### config.mk
export PLATFORM = sky130hd
export DESIGN_NAME = vpu_scratchpad
export DESIGN_NICKNAME = d
export VERILOG_FILES = /design/src/rtl/vpu_scratchpad.sv
export SDC_FILE = /design/constraint.sdc
export NUM_CORES = 2
export LEC_CHECK = 0
export BUFFER_PORTS_ARGS = -buffer_cell sky130_fd_sc_hd__buf_2
export CAP_MARGIN = 20
export CORE_UTILIZATION = 40
export CTS_BUF_LIST = sky130_fd_sc_hd__clkbuf_4 sky130_fd_sc_hd__clkbuf_8
export DETAILED_ROUTE_END_ITERATION = 10
export PLACE_DENSITY_LB_ADDON = 0.2
export SLEW_MARGIN = 25
export SYNTH_ARGS = -nofsm -noshare
export SYNTH_HDL_FRONTEND = slang
export SYNTH_SLANG_ARGS = --single-unit
export TNS_END_PERCENT = 100
### constraint.sdc
create_clock -name clk -period 6.05 [get_ports clk]
set_input_delay 0.3025 -clock clk [delete_from_list [all_inputs] [get_ports clk]]
set_output_delay 0.3025 -clock clk [all_outputs]
set_load 0.1 [all_outputs]
### src/rtl/vpu_scratchpad.sv
// rtl/vpu_scratchpad.sv - VPU operand scratchpad with dual read, result write and host preload
//
// Purpose:
//   Operand store behind the VPU memory interface. It serves one dual-operand read
//   (A and B) at a time with a fixed latency, single result writes (C), and host
//   preload writes. After every reset a hardware sweep clears all entries before
//   any request is accepted.
//
// Ports:
//   clk, rst                 clock, synchronous active-high reset
//   rd_req, addr_a, addr_b   read request and operand addresses (taken when mem_rdy)
//   wr_req, addr_c, data_c   result write (taken when mem_rdy)
//   mem_rdy                  request can be accepted this cycle
//   mem_valid, data_a/b      one-cycle read-result pulse; data held otherwise
//   ld_en, ld_addr, ld_data  host preload request
//   ld_rdy                   host preload accepted this cycle
//   addr_err                 sticky out-of-range address flag
module vpu_scratchpad #(
  parameter int DATA_W = 32,
  parameter int ADDR_W = 16,
  parameter int DEPTH  = 32,
  parameter int RD_LAT = 2
) (
  input  logic              clk,
  input  logic              rst,
  input  logic              rd_req,
  input  logic [ADDR_W-1:0] addr_a,
  input  logic [ADDR_W-1:0] addr_b,
  input  logic              wr_req,
  input  logic [ADDR_W-1:0] addr_c,
  input  logic [DATA_W-1:0] data_c,
  output logic              mem_rdy,
  output logic              mem_valid,
  output logic [DATA_W-1:0] data_a,
  output logic [DATA_W-1:0] data_b,
  input  logic              ld_en,
  input  logic [ADDR_W-1:0] ld_addr,
  input  logic [DATA_W-1:0] ld_data,
  output logic              ld_rdy,
  output logic              addr_err
);

  localparam int IDX_W = $clog2(DEPTH);

  typedef enum logic [1:0] {
    ST_INIT = 2'd0,
    ST_IDLE = 2'd1,
    ST_READ = 2'd2
  } state_t;

  state_t            state_q;
  logic [IDX_W-1:0]  clr_cnt_q;
  logic [2:0]        lat_cnt_q;
  logic [DATA_W-1:0] cap_a_q, cap_b_q;
  logic [DATA_W-1:0] data_a_q, data_b_q;
  logic              mem_valid_q;
  logic              addr_err_q;

  logic [DATA_W-1:0] mem_q [DEPTH];

  function automatic logic in_range(input logic [ADDR_W-1:0] a);
    return a < ADDR_W'(DEPTH);
  endfunction

  logic rd_acc, wr_acc, ld_acc;
  logic wr_ok, ld_ok, err_set;

  assign mem_rdy   = (state_q == ST_IDLE);
  // The VPU result write owns the single write port when both ask in the same cycle.
  assign ld_rdy    = ld_en && (state_q != ST_INIT) && !(wr_req && mem_rdy);
  assign mem_valid = mem_valid_q;
  assign data_a    = data_a_q;
  assign data_b    = data_b_q;
  assign addr_err  = addr_err_q;

  assign rd_acc  = rd_req && mem_rdy;
  assign wr_acc  = wr_req && mem_rdy;
  assign ld_acc  = ld_en && ld_rdy;
  assign wr_ok   = wr_acc && in_range(addr_c);
  assign ld_ok   = ld_acc && in_range(ld_addr);
  assign err_set = (rd_acc && (!in_range(addr_a) || !in_range(addr_b)))
                 || (wr_acc && !in_range(addr_c))
                 || (ld_acc && !in_range(ld_addr));

  // Read operands as seen at the accept edge. A result write committing on the same
  // edge is forwarded (write-first); a preload on that edge is not visible.
  logic [DATA_W-1:0] rd_a_val, rd_b_val;

  always_comb begin
    rd_a_val = '0;
    if (in_range(addr_a)) begin
      if (wr_ok && (addr_c == addr_a)) rd_a_val = data_c;
      else                             rd_a_val = mem_q[addr_a[IDX_W-1:0]];
    end
  end

  always_comb begin
    rd_b_val = '0;
    if (in_range(addr_b)) begin
      if (wr_ok && (addr_c == addr_b)) rd_b_val = data_c;
      else                             rd_b_val = mem_q[addr_b[IDX_W-1:0]];
    end
  end

  // Single write port: sweep, then result write, then preload.
  logic              mem_we;
  logic [IDX_W-1:0]  mem_waddr;
  logic [DATA_W-1:0] mem_wdata;

  always_comb begin
    mem_we    = 1'b0;
    mem_waddr = '0;
    mem_wdata = '0;
    if (!rst) begin
      if (state_q == ST_INIT) begin
        mem_we    = 1'b1;
        mem_waddr = clr_cnt_q;
      end else if (wr_ok) begin
        mem_we    = 1'b1;
        mem_waddr = addr_c[IDX_W-1:0];
        mem_wdata = data_c;
      end else if (ld_ok) begin
        mem_we    = 1'b1;
        mem_waddr = ld_addr[IDX_W-1:0];
        mem_wdata = ld_data;
      end
    end
  end

  always_ff @(posedge clk) begin
    if (mem_we) mem_q[mem_waddr] <= mem_wdata;
  end

  always_ff @(posedge clk) begin
    if (rst) begin
      state_q     <= ST_INIT;
      clr_cnt_q   <= '0;
      lat_cnt_q   <= '0;
      cap_a_q     <= '0;
      cap_b_q     <= '0;
      data_a_q    <= '0;
      data_b_q    <= '0;
      mem_valid_q <= 1'b0;
      addr_err_q  <= 1'b0;
    end else begin
      mem_valid_q <= 1'b0;
      if (err_set) addr_err_q <= 1'b1;
      case (state_q)
        ST_INIT: begin
          clr_cnt_q <= clr_cnt_q + 1'b1;
          if (clr_cnt_q == IDX_W'(DEPTH - 1)) state_q <= ST_IDLE;
        end
        ST_IDLE: begin
          if (rd_acc) begin
            lat_cnt_q <= 3'(RD_LAT);
            cap_a_q   <= rd_a_val;
            cap_b_q   <= rd_b_val;
            state_q   <= ST_READ;
            // With a latency of one the result is presented straight after accept.
            if (RD_LAT == 1) begin
              mem_valid_q <= 1'b1;
              data_a_q    <= rd_a_val;
              data_b_q    <= rd_b_val;
            end
          end
        end
        ST_READ: begin
          lat_cnt_q <= lat_cnt_q - 1'b1;
          // Loading outputs as the counter steps to 1 makes mem_valid coincide with lat_cnt==1.
          if (lat_cnt_q == 3'd2) begin
            mem_valid_q <= 1'b1;
            data_a_q    <= cap_a_q;
            data_b_q    <= cap_b_q;
          end
          if (lat_cnt_q == 3'd1) state_q <= ST_IDLE;
        end
        default: state_q <= ST_INIT;
      endcase
    end
  end

endmodule

; ---- Yosys cells after proc, flatten, opt, wreduce, memory -nomap -nowiden
; Memories as Yosys holds them, arrays and structs flattened.
; Index checks and enable logic that the tools add are counted.
[op_classes]
n_eq_ne = 10
magnitude_cmp = 4
mux = 25
addsub = 2
reduce_logical = 28
bitwise = 1
[op_table]
columns = cell, n
row1 = two-way mux 32 bit, 8
row2 = "< comparator 16 x 6 -> 1 bit, second input constant", 4
row3 = == test 16 bit, 2
row4 = two-way mux 5 bit, 4
row5 = logical AND 1 bit, 12
row6 = two-way mux 1 bit, 7
row7 = two-way mux 2 bit, 3
row8 = case mux 2 bit (3 select lines), 1
row9 = case mux 3 bit (2 select lines), 1
row10 = AND reduction 2 bit, 3
row11 = "adder 5 x 1 -> 5 bit, second input constant", 1
row12 = "== test 5 bit, second input constant", 1
row13 = logical NOT 1 bit, 5
row14 = "inequality test 2 x 1 -> 1 bit, second input constant", 2
row15 = nonzero test 2 bit, 2
row16 = "== test 3 x 1 -> 1 bit, second input constant", 1
row17 = "== test 3 x 2 -> 1 bit, second input constant", 1
row18 = logical OR 1 bit, 3
row19 = two-way mux 3 bit, 1
row20 = AND reduction 3 bit, 1
row21 = "subtractor 3 x 1 -> 3 bit, second input constant", 1
row22 = "== test 2 x 1 -> 1 bit, second input constant", 1
row23 = "== test 2 bit, second input constant", 1
row24 = logical NOT 2 bit, 1
row25 = 3 further kinds, 3
[totals]
wordCells = 80
ram_bits = 1024
n_memories = 1
reg_bits = 140
input_bits = 133
out_inout_bits = 68
[memory_table]
columns = memory, words, width, rd, rd_ports_with_merged_regs, wr, line
row1 = mem_q, 32, 32, 2, 0, 1, 59  ; logic [DATA_W-1:0] mem_q [DEPTH];

; ---- Longest topological paths before layout
[logic_depth]
depth_word = 12
ltp_mapped = 10
ltp_nobuf = 7

; ---- Worst setup path after synthesis
; OpenSTA, ideal clock, no wires.
[synth_path]
kind = reg2reg
startpoint = register state_q[1]
endpoint = memory mem_q[0][0] (enable)
setup_time_ps = 501
t_required_ps = 5549
path_buffers = 1
arrival_time_ps = 6379
setup_slack_ps = -831
stages_incl_launch_ff = 8
synth_period_minus_slack_ps = 6881
cell_sequence = dfxtp_1 clkbuf_1 nor2b_1 or4b_4 o41ai_1 a31o_2 o211ai_1 nor4_1
[synth_via]
elab_chain_len = 12
word_cells_on_any_way = 20
classes_between = eq/ne (1) / mux (10) / reduce/logical (9)
[synth_lines]
columns = element, line
row1 = start: declaration, 51  ; state_t state_q;
row2 = start signal: assignment, 136  ; state_q <= ST_INIT;
row3 = start signal: assignment, 151  ; if (clr_cnt_q == IDX_W'(DEPTH - 1)) state_q <= ST_IDLE;
row4 = start signal: assignment, 158  ; state_q <= ST_READ;
row5 = == test 2 x 1 -> 1 bit *, 68  ; assign mem_rdy = (state_q == ST_IDLE);
row6 = via mem_rdy, 32  ; output logic mem_rdy,
row7 = logical AND 1 bit *, "70, 77"
row8 = logical NOT 1 bit, 70  ; assign ld_rdy = ld_en && (state_q != ST_INIT) && !(wr_req && mem_rdy);
row9 = logical AND 1 bit, 70
row10 = logical AND 1 bit, 78  ; assign ld_acc = ld_en && ld_rdy;
row11 = logical AND 1 bit, 80  ; assign ld_ok = ld_acc && in_range(ld_addr);
row12 = two-way mux 1 bit, 122  ; end else if (ld_ok) begin
row13 = two-way mux 1 bit, 118  ; end else if (wr_ok) begin
row14 = two-way mux 1 bit, 115  ; if (state_q == ST_INIT) begin
row15 = two-way mux 1 bit, 114  ; if (!rst) begin
row16 = two-way mux 1 bit, 131  ; if (mem_we) mem_q[mem_waddr] <= mem_wdata;
row17 = two-way mux 1 bit (implied by the code), 131
row18 = end: declaration, 59
; The timed path passes the listed nets; every way through them passes the cells marked *.

; ---- Worst setup path after layout
[layout_path]
startpoint = register state_q[0]
endpoint = memory mem_q[9][25] (enable)
[layout_via]
elab_chain_len = 12
word_cells_on_any_way = 20
classes_between = eq/ne (1) / mux (10) / reduce/logical (9)
[layout_lines]
columns = element, line
row1 = == test 2 x 1 -> 1 bit, 68
row2 = logical AND 1 bit, "70, 77"
row3 = logical NOT 1 bit, 70
row4 = logical AND 1 bit, 70
row5 = logical AND 1 bit, 78
row6 = logical AND 1 bit, 80
row7 = two-way mux 1 bit, 122
row8 = two-way mux 1 bit, 118
row9 = two-way mux 1 bit, 115
row10 = two-way mux 1 bit, 114
row11 = two-way mux 1 bit, 131
row12 = two-way mux 1 bit (implied by the code), 131
; Several ways; a longest one is shown, not always the timed one.

==> metrics <==
status=finished, final reports clean; routed wire length=178 mm; vias=35,400; xor and xnor area share after synthesis=0.00590; period utilization=0.697; die width=368 µm; final hold violations=0; H-tree depth=4; first-pass GRT wire length=254 mm; crit-path cells=nor2b_1, or4b_4, or4_4, o211ai_2, or3b_1, nor2_4, buf_4; Max Slew Vio Count=0; FF-to-FF Start=state_q[0]; Post-synth EDFFs=1,024; max-cap check violation count=0; CP required=6.67 ns; Residual DRC=0; Starting Density=0.405; CTS tree=built; # fillers=11,600; simple-gate share of the synthesized area=0.0551; Core Region=0.132 mm²; crit start category=flip-flop; Starting DRT DRC Count=4,259; Crit path largest cell delay=0.90 ns; worst hold path class=input pin to flip-flop; CP Class=flip-flop to flip-flop; ys flop type=edfxtp_1; post-synthesis sequential area ratio=0.627; peak supply drop=237 µV; WHS Path Cells=4; Non-Filler Instances=5,775; clk sinks=1,164; total CTS buffers=192; Cells after DPL=5,381; total chip power=0.0171 W; post_cts resized=0; initial antenna violation count=8; CP max stage cell=nor2_4; post-synth cell types=54; worst skew pair latency=0.92 ns; Leakage=19.2 nW; Final HPWL DP=113 mm; vias in the first global route=34,800; final setup fails=0; drt pass-1 iters=5; cells on worst reg2reg path=7; Slew @ Worst Pin=1.19 ns; post-synthesis net count=3,715; internal reg-to-reg setup slack=1.83 ns; Worst slew margin=0.208; Crit path max-delay family=simple AND/OR/NAND/NOR gates; Worst Hold Path EP=mem_q[8][31]; RSZ-0062 raised after global routing=no; largest net degree at the start of global routing=97; Yosys warnings=0; DR WL/cell=30.9 µm; Die ar.=0.135 mm²; Post-DRT Antenna Nets=0; Die Y-Extent=368 µm; Post-synth ARST share=0; CP Buf/Inv Count=1; global route overflow=0; Setup Skew=0.0350 ns; I/O pin count=201; synthesized area per cell=14.9 µm²; Critical Path AT=4.84 ns; PortBufs=200; final layout net count=3,998; largest family of logic cells by synthesized area=multiplexers; Final min period=4.22 ns; Post-Syn Instances=3,577; Core Rows=133; fmax=237 MHz; Synth-to-Final Area Change=15.3%; post-synthesis compound-gate area fraction=0.0800; global-route usage over all layers=0.261; post-route cell area=0.0616 mm²; r2r endpoint=mem_q[9][25]; CP endpoint kind=flip-flop; PD cells=277 mW/mm²; routed vias/inst=6.13; worst-path fanout max=22; final setup TNS=0 ns; Mapped Area=0.0535 mm²; root buffer cell=clkbuf_8; GPL Wtd Cong=0.883; Synth Register Bits=1,164; proportion of synthesized area in mux cells=0.210; clock buffer depth=3; hold path start=ld_data[31]; Post-Synth Adder-Cell Area=0.00117; layout cell share with drive strength beyond 1=0.251; CTS clock-pin slew for the worst setup and hold paths=0.06 ns; DP Area=0.0572 mm²
-- cell usage after synthesis, types with 40 or more instances --
library cell / number / area (µm²)
edfxtp_1: 1024 / 30700
mux2i_1: 537 / 5380
a22oi_1: 282 / 2120
nand2_1: 278 / 1040
mux4_2: 260 / 5860
clkbuf_1: 190 / 713
nand3_1: 167 / 836
dfxtp_1: 140 / 2800
a21oi_1: 137 / 686
o21ai_0: 100 / 500
nor2_1: 84 / 315
buf_1: 70 / 263
a22o_1: 61 / 534
nor3_1: 40 / 200
-- tightest hold or removal path, stage by stage --
cell and delay (ns):
buf_2 0.08, a22oi_1 0.06, nor2_2 0.08, buf_4 0.35
-- cells in the final DEF (no fill, tap or decap), drive strengths merged, types with 70 or more instances in the layout --
cell and n:
dfxtp 140, edfxtp 1024, o21ai 100, mux4 260, nand3 167, mux2i 537, clkbuf 262, buf 325
a22oi 282, a21oi 137, nand2 278, clkinv 70, nor2 92
-- sequential cells by signal, summed over array words and instances (netlist names) --
signal,flops
cap_b_q,32
clr_cnt_q,5
cap_a_q,32
mem_q,1024
addr_err,1
mem_valid,1
data_b,32
state_q,2
data_a,32
lat_cnt_q,3
-- layout make-up --
cell class / instances / area [µm²] / area share
repair buffers: 362 / 2500 / 0.0406
flip-flops and latches: 1164 / 33600 / 0.544
inverters: 12 / 45.0 / 0.000731
multi-input cells: 2128 / 19400 / 0.314
clock inverters: 89 / 671 / 0.0109
diodes: 3 / 7.51 / 0.000122
well taps: 1755 / 2200 / 0.0356
clock buffers: 262 / 3290 / 0.0533
-- kinds of logic after synthesis --
kind of cell	after synthesis
AO/OA/AOI/OAI	640
adder cells (fa/ha/maj)	5
buffers and inverters	285
AND/OR/NAND/NOR	650
flip-flops	1164
multiplexers	797
XOR/XNOR	36
-- per-layer routing --
metal | wire length, µm | track usage | up-vias
met4 | 4280 | 0.0732 | 2
met5 | 20 | 0 | -
met1 | 75000 | 0.371 | 18200
met3 | 19700 | 0.0716 | 284
li1 | - | - | 15000
met2 | 79400 | 0.391 | 1983
-- worst max path at each step --
stage                from             to  cells past startpoint
6_report       state_q[0]   mem_q[9][25]                      7
5_1_grt        state_q[0]  mem_q[18][17]                      7
4_1_cts        state_q[0]   mem_q[9][28]                      7
3_5_place_dp   addr_c[15]   mem_q[9][25]                      8
3_3_place_gp   addr_c[15]   mem_q[9][25]                      8
2_1_floorplan  state_q[1]    mem_q[0][0]                      7
-- stage by stage --
| stage | utilization | hold WS [ns] | setup WS [ns] |
|---|---|---|---|
| 2_1_floorplan | - | 0.425 | 0.506 |
| 3_3_place_gp | 0.433 | 0.436 | 1.65 |
| 3_5_place_dp | 0.433 | 0.443 | 1.64 |
| 4_1_cts | 0.466 | 0.0704 | 1.85 |
| 5_1_grt | 0.466 | 0.163 | 1.64 |
| 6_report | 0.466 | 0.163 | 1.83 |
-- timing repair --
| action | 4_1_cts | 5_1_grt |
|---|---|---|
| endpoints found under the hold margin | 98 | 0 |
| buffers inserted | 0 | 0 |
| hold buffers | 37 | 0 |
| setup endpoints to repair | 0 | 0 |
-- report_power, final --
part / switching, W / total (W) / internal [W] / leakage (nW)
clock: 0.00331 / 0.00722 / 0.00391 / 2.10
sequential: 0.0000231 / 0.00869 / 0.00867 / 8.56
combinational: 0.000800 / 0.00118 / 0.000379 / 8.49
No activity file was read; power rests on OpenSTA's default activity.
